<file path="config.mk">
export PLATFORM = sky130hd
export DESIGN_NAME = serial_frame_tx
export DESIGN_NICKNAME = d
export VERILOG_FILES = /design/src/rtl/serial_tx_pkg.sv /design/src/rtl/bit_timer.sv /design/src/rtl/serial_frame_tx.sv
export SDC_FILE = /design/constraint.sdc
export NUM_CORES = 1
export LEC_CHECK = 0
export BUFFER_PORTS_ARGS = -buffer_cell sky130_fd_sc_hd__buf_2
export CAP_MARGIN = 20
export CELL_PAD_IN_SITES_DETAIL_PLACEMENT = 0
export CELL_PAD_IN_SITES_GLOBAL_PLACEMENT = 1
export CORE_ASPECT_RATIO = 0.9
export CORE_MARGIN = 2
export CORE_UTILIZATION = 40
export CTS_CLUSTER_DIAMETER = 200
export CTS_CLUSTER_SIZE = 14
export DETAILED_ROUTE_END_ITERATION = 10
export PLACE_DENSITY = 0.84
export SLEW_MARGIN = 25
export SYNTH_ARGS = -nofsm -noshare
export SYNTH_HDL_FRONTEND = slang
export SYNTH_SLANG_ARGS = --single-unit
</file>
<file path="constraint.sdc">
create_clock -name clk -period 5.4 [get_ports clk]
set_clock_uncertainty 0.15 [all_clocks]
set_input_delay 0.54 -clock clk [delete_from_list [all_inputs] [get_ports clk]]
set_output_delay 0.54 -clock clk [all_outputs]
set_load 0.01 [all_outputs]
</file>
<file path="src/rtl/serial_tx_pkg.sv">
// ----------------------------------------------------------------------------
// serial_tx_pkg
// Shared types and helpers for the serial_frame_tx transmitter.
//   tx_state_t   : transmitter FSM state encoding
//   frame_cycles : clock cycles occupied by one complete frame
// ----------------------------------------------------------------------------
package serial_tx_pkg;

    typedef enum logic [2:0] {
        IDLE,
        START,
        DATA,
        PARITY,
        STOP
    } tx_state_t;

    // p is 1 when a parity bit is part of the frame, else 0.
    function automatic int unsigned frame_cycles(input int unsigned data_w,
                                                 input int unsigned stop_bits,
                                                 input int unsigned clks_per_bit,
                                                 input int unsigned p);
        return (1 + data_w + p + stop_bits) * clks_per_bit;
    endfunction

endpackage

</file>
<file path="src/rtl/bit_timer.sv">
// ----------------------------------------------------------------------------
// bit_timer
// Modulo-CLKS_PER_BIT counter that marks the last clock of each serial bit.
//   clk_i   : clock, rising edge
//   rst_ni  : asynchronous active-low reset
//   clear_i : hold the counter at zero (no tick while asserted)
//   tick_o  : high on the final clock of the current bit period
// ----------------------------------------------------------------------------
module bit_timer #(
    parameter int unsigned CLKS_PER_BIT = 4
) (
    input  logic clk_i,
    input  logic rst_ni,
    input  logic clear_i,
    output logic tick_o
);

    localparam int unsigned CntW = (CLKS_PER_BIT > 1) ? $clog2(CLKS_PER_BIT) : 1;
    localparam logic [CntW-1:0] Last = CntW'(CLKS_PER_BIT - 1);

    logic [CntW-1:0] cnt_q, cnt_d;

    always_comb begin
        cnt_d = cnt_q;
        if (clear_i || (cnt_q == Last)) begin
            cnt_d = '0;
        end else begin
            cnt_d = cnt_q + 1'b1;
        end
    end

    assign tick_o = !clear_i && (cnt_q == Last);

    always_ff @(posedge clk_i or negedge rst_ni) begin
        if (!rst_ni) begin
            cnt_q <= '0;
        end else begin
            cnt_q <= cnt_d;
        end
    end

endmodule

</file>
<file path="src/rtl/serial_frame_tx.sv">
// ----------------------------------------------------------------------------
// serial_frame_tx
// Parallel-in / serial-out frame transmitter: start bit, DATA_W data bits,
// optional parity bit, STOP_BITS stop bits; every bit held CLKS_PER_BIT clocks.
//   clk     : clock, rising edge
//   reset   : asynchronous active-low reset
//   st      : start strobe, accepted when ready is high
//   data_in : payload, sampled only on the accepting edge
//   ready   : idle and able to accept st
//   tx      : registered serial line, idles high
//   done    : one-cycle pulse on the last clock of the last stop bit
// Build option: define SERIAL_FRAME_TX_PARITY_EN to insert a parity bit
// (^payload ^ PARITY_ODD) between the data and stop bits.
// ----------------------------------------------------------------------------
module serial_frame_tx
    import serial_tx_pkg::*;
#(
    parameter int unsigned DATA_W       = 8,
    parameter int unsigned CLKS_PER_BIT = 4,
    parameter int unsigned STOP_BITS    = 1,
    parameter int unsigned LSB_FIRST    = 1,
    parameter int unsigned PARITY_ODD   = 0
) (
    input  logic              clk,
    input  logic              reset,
    input  logic              st,
    input  logic [DATA_W-1:0] data_in,
    output logic              ready,
    output logic              tx,
    output logic              done
);

    localparam int unsigned     IdxW     = (DATA_W > 1) ? $clog2(DATA_W) : 1;
    localparam logic [IdxW-1:0] LastIdx  = IdxW'(DATA_W - 1);
    localparam logic            LastStop = 1'(STOP_BITS - 1);
    localparam bit              LsbFirst = (LSB_FIRST != 0);

    tx_state_t       state_q, state_d;
    logic [DATA_W-1:0] shift_q, shift_d;
    logic [IdxW-1:0] idx_q, idx_d;
    logic            stop_q, stop_d;
    logic            tx_q, tx_d;
    logic            tick;
    logic            timer_clr;

`ifdef SERIAL_FRAME_TX_PARITY_EN
    logic            par_q, par_d;
`else
    logic            unused_parity_odd;
    assign unused_parity_odd = ^PARITY_ODD;
`endif

    // Timer is held at zero while idle so START always gets a full bit period.
    assign timer_clr = (state_q == IDLE);

    bit_timer #(
        .CLKS_PER_BIT (CLKS_PER_BIT)
    ) u_bit_timer (
        .clk_i   (clk),
        .rst_ni  (reset),
        .clear_i (timer_clr),
        .tick_o  (tick)
    );

    always_comb begin
        state_d = state_q;
        shift_d = shift_q;
        idx_d   = idx_q;
        stop_d  = stop_q;
`ifdef SERIAL_FRAME_TX_PARITY_EN
        par_d   = par_q;
`endif
        case (state_q)
            IDLE: begin
                if (st) begin
                    shift_d = data_in;
                    idx_d   = '0;
                    stop_d  = 1'b0;
`ifdef SERIAL_FRAME_TX_PARITY_EN
                    par_d   = (^data_in) ^ 1'(PARITY_ODD);
`endif
                    state_d = START;
                end
            end
            START: begin
                if (tick) begin
                    state_d = DATA;
                end
            end
            DATA: begin
                if (tick) begin
                    shift_d = LsbFirst ? (shift_q >> 1) : (shift_q << 1);
                    if (idx_q == LastIdx) begin
                        idx_d = '0;
`ifdef SERIAL_FRAME_TX_PARITY_EN
                        state_d = PARITY;
`else
                        state_d = STOP;
`endif
                    end else begin
                        idx_d = idx_q + 1'b1;
                    end
                end
            end
`ifdef SERIAL_FRAME_TX_PARITY_EN
            PARITY: begin
                if (tick) begin
                    state_d = STOP;
                end
            end
`endif
            STOP: begin
                if (tick) begin
                    if (stop_q == LastStop) begin
                        stop_d  = 1'b0;
                        state_d = IDLE;
                    end else begin
                        stop_d = stop_q + 1'b1;
                    end
                end
            end
            default: begin
                state_d = IDLE;
            end
        endcase
    end

    // Line level for the coming cycle, derived from next state so tx is a flop.
    always_comb begin
        tx_d = 1'b1;
        case (state_d)
            START:   tx_d = 1'b0;
            DATA:    tx_d = LsbFirst ? shift_d[0] : shift_d[DATA_W-1];
`ifdef SERIAL_FRAME_TX_PARITY_EN
            PARITY:  tx_d = par_d;
`endif
            default: tx_d = 1'b1;
        endcase
    end

    always_ff @(posedge clk or negedge reset) begin
        if (!reset) begin
            state_q <= IDLE;
            shift_q <= '0;
            idx_q   <= '0;
            stop_q  <= 1'b0;
            tx_q    <= 1'b1;
        end else begin
            state_q <= state_d;
            shift_q <= shift_d;
            idx_q   <= idx_d;
            stop_q  <= stop_d;
            tx_q    <= tx_d;
        end
    end

`ifdef SERIAL_FRAME_TX_PARITY_EN
    always_ff @(posedge clk or negedge reset) begin
        if (!reset) begin
            par_q <= 1'b0;
        end else begin
            par_q <= par_d;
        end
    end
`endif

    assign ready = (state_q == IDLE);
    assign tx    = tx_q;
    assign done  = (state_q == STOP) && tick && (stop_q == LastStop);

endmodule

</file>
==> summary.txt, run 1 <==
Final setup viols - 0
boundary pin count - 14
CP Class - register to primary output
total routed wirelength - 1670 um
nets@finish - 108
Commonest cells post-synth - 16 x dfrtp_1, 9 x nand2_1, 7 x a22oi_1, 7 x nand3_1, 4 x a22o_1
setup TNS - 0 ns
part of the cycle the worst path needs - 0.421
crit path DAT - 1.58 ns
Rows - 16
CP Max Fanout - 16
Netlist cell types - 33
Post-route DRC - 0
outcome - complete, no violations
clock sink total - 17
WP data required - 4.71 ns
number of synthesized register bits - 17
leakage power - 0.467 nW
max cap viols - 0
initial drt markers - 11
Root Buffer - clkbuf_4
IO Port Bufs - 13
Slew Viols, Final - 0
RSZ-0062 raised after global routing - no
Final ANT Viol Nets - 0
CTS tree - yes
clock buffer depth - 2
worst slew pin tran - 0.489 ns
fmax - 440 MHz
Clock transition at path regs - 0.10 ns
total track usage - 0.150
Post-DP Area - 950 um^2
post-layout min period - 2.27 ns
drt wl/cell - 13.9 um
Worst slew margin - 0.673
Async SR Flop Fraction - 1.00
Post-Syn Instances - 82
vias in the first global route - 658
mean area per synthesized cell - 11.1 um^2
Diodes inserted - 0
setup ws final - 3.13 ns
post-DR vias/cell - 5.71
Clock Latency Late Sink - 0.30 ns
beginning of the worst register-to-register path - idx_q[0]
die area - 2670 um^2
Die Height - 49.2 um
filler cell count in the final layout - 211
Warnings, synthesis - 0
Design Area, Final - 986 um^2
post-CTS setup buffer count - 0
Area Growth Syn to Fin - 8.39%
initial antenna violation count - 0
via count - 685
Worst Hold Launch - data_in[7]
Starting Density - 0.421
sequential cell area - 427 um^2
top cell type's share of synthesized area - 0.440
Core Util, Final - 0.456
syn_nets - 96
Post-synth EDFFs - 0
crit path launch type - register
total CTS buffers - 3
final hold viol count - 0
dpl hpwl - 1160 um
critical path startpoint - u_bit_timer.cnt_q[0]
first-pass GRT wire length - 2970 um
Setup WS pre-CTS - 3.50 ns
Synth Cell Area - 910 um^2
Die X - 54.3 um
layout cells sized above 1 - 0.247
top_reg_cell synth - dfrtp_1
total gr overflow - 0
count leader, synth - dfrtp_1
maximum VDD drop - 0.265 mV
Cell Pwr Density - 432 nW/um^2
Crit. End Element - primary output
H-tree lvl count - 1
Hold Path Class - primary input to register
CORE AREA - 2160 um^2
total iterations of the first detailed-routing run - 4
largest area contributor in the netlist - dfrtp_1
Final Wtd Congestion - 0.722
largest net degree at the start of global routing - 18
post-synthesis sequential area ratio - 0.469
multi-input logic area - 420 um^2
largest cells by area after synthesis - dfrtp_1 44%, a22oi_1 5.8%, ha_1 4.1%
-- flip-flops by register name, indices dropped and copies added, names as in the netlist --
signal,count
u_bit_timer.cnt_q,2
shift_q,8
idx_q,3
state_q,3
tx,1
-- logic make-up (layout without fill, tap and decap cells) --
kind of cell / count (synthesis) / in the layout / synth area share
compound gates: 18 / 18 / 0.158
fa+ha+maj: 3 / 3 / 0.0413
buf+inv: 8 / 19 / 0.0688
flops: 17 / 17 / 0.469
mux: 1 / 1 / 0.0110
simple gates: 35 / 35 / 0.252
-- metrics by stage --
step	total power, mW	std cells	hold WS (ns)
global route	0.463	120	0.290
global placement	0.351	115	0.273
detailed placement	0.360	115	0.292
floorplan	0.333	82	0.0944
finish	0.425	120	0.274
CTS	0.428	119	0.00521
-- layout by cell type, fill, tap and decap left out --
| cell | count |
|---|---|
| nand4bb_1 | 1 |
| mux2i_1 | 1 |
| nand3_2 | 1 |
| clkbuf_4 | 3 |
| a22oi_1 | 7 |
| a41oi_2 | 1 |
| nor2b_1 | 2 |
| nand2b_1 | 1 |
| inv_1 | 1 |
| dlygate4sd3_1 | 1 |
| and2b_1 | 1 |
| a211oi_1 | 1 |
| o21ai_0 | 1 |
| or4b_1 | 2 |
| dfrtp_1 | 16 |
| dfstp_2 | 1 |
| nor2_1 | 1 |
| a21oi_1 | 2 |
| and4bb_2 | 1 |
| a31o_2 | 2 |
| nand3_1 | 7 |
| and2_1 | 1 |
| or3_1 | 1 |
| nand2_1 | 9 |
| nor4b_4 | 1 |
| ha_1 | 3 |
| nor4b_1 | 1 |
| nand4_1 | 1 |
| a22o_1 | 4 |
| buf_2 | 13 |
| or2b_1 | 1 |
| nor3b_1 | 1 |
| clkbuf_1 | 1 |
| nor3_1 | 2 |
-- what timing repair did --
action	4_1_cts	5_1_grt
resized for setup	0	0
endpoints found under the setup margin	0	0
hold buffers	0	1
endpoints found under the hold margin	0	9
-- critical path, cell delays in order, from the launching register on --
cell	delay, ns
dfrtp_1	0.36
ha_1	0.46
nor4b_1	0.29
buf_2	0.18
-- cell type report --
| class | count | area share |
|---|---|---|
| clock buffer | 4 | 0.0266 |
| inverter | 1 | 0.00381 |
| tap | 27 | 0.0343 |
| timing repair buffer | 14 | 0.0761 |
| multi-input combinational | 57 | 0.426 |
| sequential | 17 | 0.433 |
-- layer usage --
layer,vias to the layer above,part of all wire,track usage
met5,-,0,0
met4,0,0.015,0.0625
met3,3,0.028,0.0368
met2,10,0.50,0.211
met1,343,0.46,0.216
li1,329,-,-
-- path summary, 6_finish.rpt --
path / endpoint / slack, ns / cells after the start
hold / removal: shift_q[7] / 0.27 / 3
hold reg to reg: u_bit_timer.cnt_q[0] / 0.30 / 1
setup / recovery: done / 3.13 / 3
setup reg to reg: idx_q[0] / 3.52 / 5
max in group asynchronous: tx / 4.23 / 2
min in group asynchronous: shift_q[7] / 0.55 / 2
-- power by group --
group          switching (mW)  internal [mW]  total [mW]
clock network          0.0402         0.0288      0.0689
registers              0.0422          0.176       0.218
logic                  0.0747         0.0634       0.138
total                   0.157          0.268       0.425
No activity file was read; power rests on OpenSTA's default activity.
==> run 2: changes to the inputs <==
--- a/config.mk
+++ b/config.mk
@@ -11,7 +11,7 @@
 export CELL_PAD_IN_SITES_GLOBAL_PLACEMENT = 1
 export CORE_ASPECT_RATIO = 0.9
 export CORE_MARGIN = 2
-export CORE_UTILIZATION = 40
+export CORE_UTILIZATION = 38
 export CTS_CLUSTER_DIAMETER = 200
 export CTS_CLUSTER_SIZE = 14
 export DETAILED_ROUTE_END_ITERATION = 10
==> constraint.sdc (replaced) <==
create_clock -name clk -period 1.8 [get_ports clk]
set_clock_uncertainty 0.15 [all_clocks]
set_input_delay 0.18 -clock clk [delete_from_list [all_inputs] [get_ports clk]]
set_output_delay 0.18 -clock clk [all_outputs]
set_load 0.01 [all_outputs]
==> summary.txt, run 2 (synthesized netlist as in run 1, its figures left out) <==
Critical-path top delay cell - or4b_1
IO Port Bufs - 13 (unchanged)
initial antenna violation count - 0 (unchanged)
boundary pin count - 14 (unchanged)
clock sink total - 17 (unchanged)
Rows - 16 (unchanged)
final hold viol count - 0 (unchanged)
crit path launch type - register
total gr overflow - 0 (unchanged)
Clock Latency Late Sink - 0.29 ns (about the same)
die area - 2800 um^2 (+4.8%)
first-pass GRT wire length - 3060 um (+3.0%)
CP top delay family - simple AND/OR/NAND/NOR gates
sw frac - 0.357 (-0.0121)
total track usage - 0.144 (-0.00589)
Starting Density - 0.409 (-0.0114)
initial drt markers - 15 (+4)
via count - 726 (+6.0%)
maximum VDD drop - 0.731 mV (+180%)
Post-DP Area - 995 um^2 (+4.7%)
part of the cycle the worst path needs - 0.978
CP Max Fanout - 3 (-13)
Area Growth Syn to Fin - 25.4%
Buf/Inv on CP - 0 (-1)
H-tree lvl count - 1 (unchanged)
worst slew pin tran - 0.384 ns (-0.105 ns)
RSZ-0062 raised after global routing - yes
Cell Pwr Density - 1190 nW/um^2 (+170%)
Final setup viols - 0 (unchanged)
max cap viols - 0 (unchanged)
most common cell after layout, fill and taps aside - dfrtp_1
largest net degree at the start of global routing - 18 (unchanged)
sequential power share - 0.447 (-0.066)
WP data required - 1.88 ns (-2.83 ns)
largest registers - shift_q: 8 flops, idx_q: 3 flops, state_q: 3 flops
beginning of the worst register-to-register path - idx_q[1]
post-layout min period - 1.76 ns
CP peak stage delay - 0.50 ns (+0.04 ns)
leakage power - 0.528 nW (+13%)
Post-route DRC - 0 (unchanged)
Worst Hold Launch - data_in[0]
setup TNS - 0 ns (unchanged)
CTS tree - yes
P_int - 0.870 mW (+220%)
worst-path cell chain - ha_2 -> ha_4 -> or4b_1 -> mux2i_1 -> a22o_1
Root Buffer - clkbuf_4
total CTS buffers - 3 (unchanged)
nets@finish - 122 (+13%)
Final ANT Viol Nets - 0 (unchanged)
Die X - 55.6 um (+2.4%)
Clk network pwr share - 0.146 (-0.016)
dpl hpwl - 1210 um (+4.5%)
max reg flops - 8 (unchanged)
Die Height - 50.4 um (+2.4%)
most frequent cells in the layout - 16 x dfrtp_1, 13 x buf_2, 9 x nand2_1
CORE AREA - 2220 um^2 (+2.8%)
total iterations of the first detailed-routing run - 4 (unchanged)
Diodes inserted - 0 (unchanged)
Top reg by flops - shift_q
Slew Viols, Final - 0 (unchanged)
CP Class - register to register
Worst slew margin - 0.743 (+0.0700)
post-DR vias/cell - 5.42 (-5.1%)
Final Wtd Congestion - 0.763 (+5.7%)
combinational power share - 0.407 (+0.082)
Design Area, Final - 1140 um^2 (+16%)
critical path startpoint - idx_q[1]
Psw - 0.484 mW (+210%)
Clock transition at path regs - 0.09 ns (about the same)
Hold Path Class - primary input to register
fmax - 568 MHz
drt wl/cell - 12.9 um (-7.1%)
clock buffer depth - 2 (unchanged)
Crit. End Element - register
layout cells sized above 1 - 0.318 (+0.0704)
total routed wirelength - 1730 um (+3.7%)
vias in the first global route - 666 (+1.2%)
outcome - complete, no violations
crit path DAT - 1.84 ns (+0.26 ns)
run 2: through the flow:
stage / power (mW) / setup slack [ns] / hold slack (ns) / util / instances
floorplan: 1.00 / 0.0804 / -0.266 / - / 82
global placement: 1.11 / 0.0739 / -0.0253 / 0.448 / 121
detailed placement: 1.13 / -0.00380 / -0.0244 / 0.448 / 121
CTS: 1.36 / 0.0135 / 0.00652 / 0.506 / 134
global route: 1.48 / -0.0687 / 0.0273 / 0.514 / 134
finish: 1.35 / 0.0392 / 0.0113 / 0.514 / 134
run 2: power by group through the flow:
stage                     Combinational [mW]  Sequential [mW]  Clock [mW]
after global routing                   0.629            0.625       0.230
after detailed placement               0.526            0.603           0
final                                  0.551            0.605       0.198
after global placement                 0.513            0.595           0
after CTS                              0.549            0.605       0.209
after floorplan                        0.394            0.605           0
run 2: path summary, 6_finish.rpt:
kind	depth (start not counted)	slack (ns)	end
setup / recovery	5	0.04	idx_q[0]
min in group asynchronous	2	0.18	idx_q[2]
hold reg to reg	1	0.34	u_bit_timer.cnt_q[0]
hold / removal	3	0.01	shift_q[0]
max in group asynchronous	2	1.00	tx
setup reg to reg	5	0.04	idx_q[0]
run 2: final cells by class:
cell class	instances	area, um^2
tap	27	33.8
multi-input combinational	57	453
fill	201	1080
timing repair buffer	28	198
clock buffer	4	26.3
sequential	17	427
inverter	1	3.75
run 2: per-layer routing:
| layer | GRT usage | wire length (um) |
|---|---|---|
| met1 | 0.192 | 800 |
| met2 | 0.208 | 825 |
| met3 | 0.0412 | 79 |
| met4 | 0.0854 | 28 |
| met5 | 0 | 0 |
run 2: what timing repair did:
action,in CTS,in global routing
gates resized for setup,3,3
cloned,0,0
hold endpoints to repair,24,0
endpoints found under the setup margin,2,3
pin swaps,1,3
setup buffers,1,0
hold buffers,8,0
run 2: tightest hold or removal path: stages:
cell and delay (ns):
buf_2 0.08, a22oi_1 0.08, nand2_1 0.08
==> run 3: changes to the inputs <==
--- a/config.mk
+++ b/config.mk
@@ -7,15 +7,12 @@
 export LEC_CHECK = 0
 export BUFFER_PORTS_ARGS = -buffer_cell sky130_fd_sc_hd__buf_2
 export CAP_MARGIN = 20
-export CELL_PAD_IN_SITES_DETAIL_PLACEMENT = 0
-export CELL_PAD_IN_SITES_GLOBAL_PLACEMENT = 1
 export CORE_ASPECT_RATIO = 0.9
-export CORE_MARGIN = 2
-export CORE_UTILIZATION = 38
-export CTS_CLUSTER_DIAMETER = 200
+export CORE_UTILIZATION = 40
+export CTS_CLUSTER_DIAMETER = 100
 export CTS_CLUSTER_SIZE = 14
 export DETAILED_ROUTE_END_ITERATION = 10
-export PLACE_DENSITY = 0.84
+export PLACE_DENSITY = 0.74
 export SLEW_MARGIN = 25
 export SYNTH_ARGS = -nofsm -noshare
 export SYNTH_HDL_FRONTEND = slang
==> summary.txt, run 3 (synthesized netlist as in run 1, its figures left out) <==
most common cell after layout, fill and taps aside - dfrtp_1
Worst slew margin - 0.726 (-0.0163)
drt wl/cell - 14.3 um (+11%)
layout cells sized above 1 - 0.349 (+0.0309)
Rows - 16 (unchanged)
first-pass GRT wire length - 2950 um (-3.6%)
outcome - complete, no violations
leakage power - 0.541 nW (+2.4%)
die area - 2470 um^2 (-12%)
total iterations of the first detailed-routing run - 4 (unchanged)
Slew Viols, Final - 0 (unchanged)
RSZ-0062 raised after global routing - no
Hold EP - shift_q[0]
max reg flops - 8 (unchanged)
CORE AREA - 2160 um^2 (-2.7%)
clock sink total - 17 (unchanged)
Final ANT Viol Nets - 0 (unchanged)
Hold Path Class - primary input to register
most frequent cells in the layout - 16 x dfrtp_1, 13 x buf_2, 9 x nand2_1, 9 x buf_4, 8 x dlygate4sd3_1
Post-route DRC - 0 (unchanged)
critical path startpoint - idx_q[0]
total track usage - 0.167 (+0.0232)
H-tree lvl count - 1 (unchanged)
crit path launch type - register
Starting Density - 0.421 (+0.0114)
via count - 741 (+2.1%)
largest net degree at the start of global routing - 18 (unchanged)
Final Wtd Congestion - 0.736 (-3.5%)
Worst Hold Launch - data_in[0]
total routed wirelength - 1950 um (+12%)
boundary pin count - 14 (unchanged)
final hold viol count - 0 (unchanged)
CP Max Fanout - 3 (unchanged)
R2R setup slack - 0.08 ns (+0.04 ns)
dpl hpwl - 1240 um (+2.2%)
maximum VDD drop - 0.847 mV (+16%)
clock buffer depth - 2 (unchanged)
Top reg by flops - shift_q
Diodes inserted - 0 (unchanged)
initial drt markers - 12 (-3)
worst hold slack - 0.0164 ns (+0.00510 ns)
total CTS buffers - 3 (unchanged)
CTS tree - yes
setup TNS - 0 ns (unchanged)
WP data required - 1.88 ns (about the same)
part of the cycle the worst path needs - 0.957 (-0.0212)
post-layout min period - 1.72 ns (-0.0381 ns)
post-DR vias/cell - 5.45 (+0.57%)
post-CTS setup buffer count - 0 (-1)
total gr overflow - 0 (unchanged)
Clock transition at path regs - 0.10 ns (about the same)
Root Buffer - clkbuf_4
nets@finish - 124 (+1.6%)
Core Util, Final - 0.528 (+0.0143)
largest registers - shift_q: 8 flops, idx_q: 3 flops, state_q: 3 flops
IO Port Bufs - 13 (unchanged)
Hold Path Stages - 3 (unchanged)
Crit. End Element - register
initial antenna violation count - 0 (unchanged)
CP Class - register to register
Final setup viols - 0 (unchanged)
Clock Latency Late Sink - 0.29 ns (about the same)
Die X - 52.3 um (-5.9%)
fmax - 580 MHz (+2.2%)
beginning of the worst register-to-register path - idx_q[0]
Area Growth Syn to Fin - 25.4% (unchanged)
Tot Pwr - 1.39 mW (+2.5%)
crit path DAT - 1.80 ns (-0.04 ns)
Die Height - 47.2 um (-6.3%)
Worst R2R End - idx_q[0]
vias in the first global route - 637 (-4.4%)
max cap viols - 0 (unchanged)
Cell Pwr Density - 1220 nW/um^2 (+2.5%)
R2R cell count - 5 (unchanged)
worst slew pin tran - 0.410 ns (+0.0267 ns)
run 3: cell type report:
type	instances	area (um^2)
fill	208	1020
multi-input combinational	57	437
sequential	17	427
timing repair buffer	30	213
tap	27	33.8
clock buffer	3	22.5
clock inverter	1	5.00
inverter	1	3.75
run 3: stage by stage:
stage	cells	worst slack [ns]	instance area, um^2
6_report	136	0.0773	1140
5_1_grt	136	0.00698	1140
4_1_cts	136	0.00386	1120
3_5_place_dp	124	0.0402	1020
3_3_place_gp	124	0.0660	1020
2_1_floorplan	82	0.0804	910
run 3: metal layers:
metal  part of all wire  track usage
met4                  0       0.0263
met1               0.48        0.226
met3              0.047       0.0712
met5                  0            0
met2               0.48        0.256
run 3: power breakdown:
part,total (mW),internal [mW],switching [mW]
Combinational,0.577,0.269,0.309
Clock,0.205,0.0826,0.122
Sequential,0.605,0.530,0.0755
Total,1.39,0.881,0.506
run 3: worst max path at each step:
stage | endpoint | cells past startpoint
floorplan | idx_q[0] | 5
CTS | idx_q[0] | 5
global placement | idx_q[0] | 5
global route | done | 3
detailed placement | idx_q[0] | 5
finish | idx_q[0] | 5
run 3: repair_timing:
item,CTS,global route
resized for setup,0,5
setup endpoints to repair,0,3
hold endpoints to repair,24,0
hold buffers,8,0
run 3: worst max-delay path, cell delays in order, from the launching register on:
cell and delay, ns:
dfrtp_1 0.40, ha_2 0.19, ha_2 0.17, or4b_1 0.48
mux2i_1 0.14, a22o_1 0.14
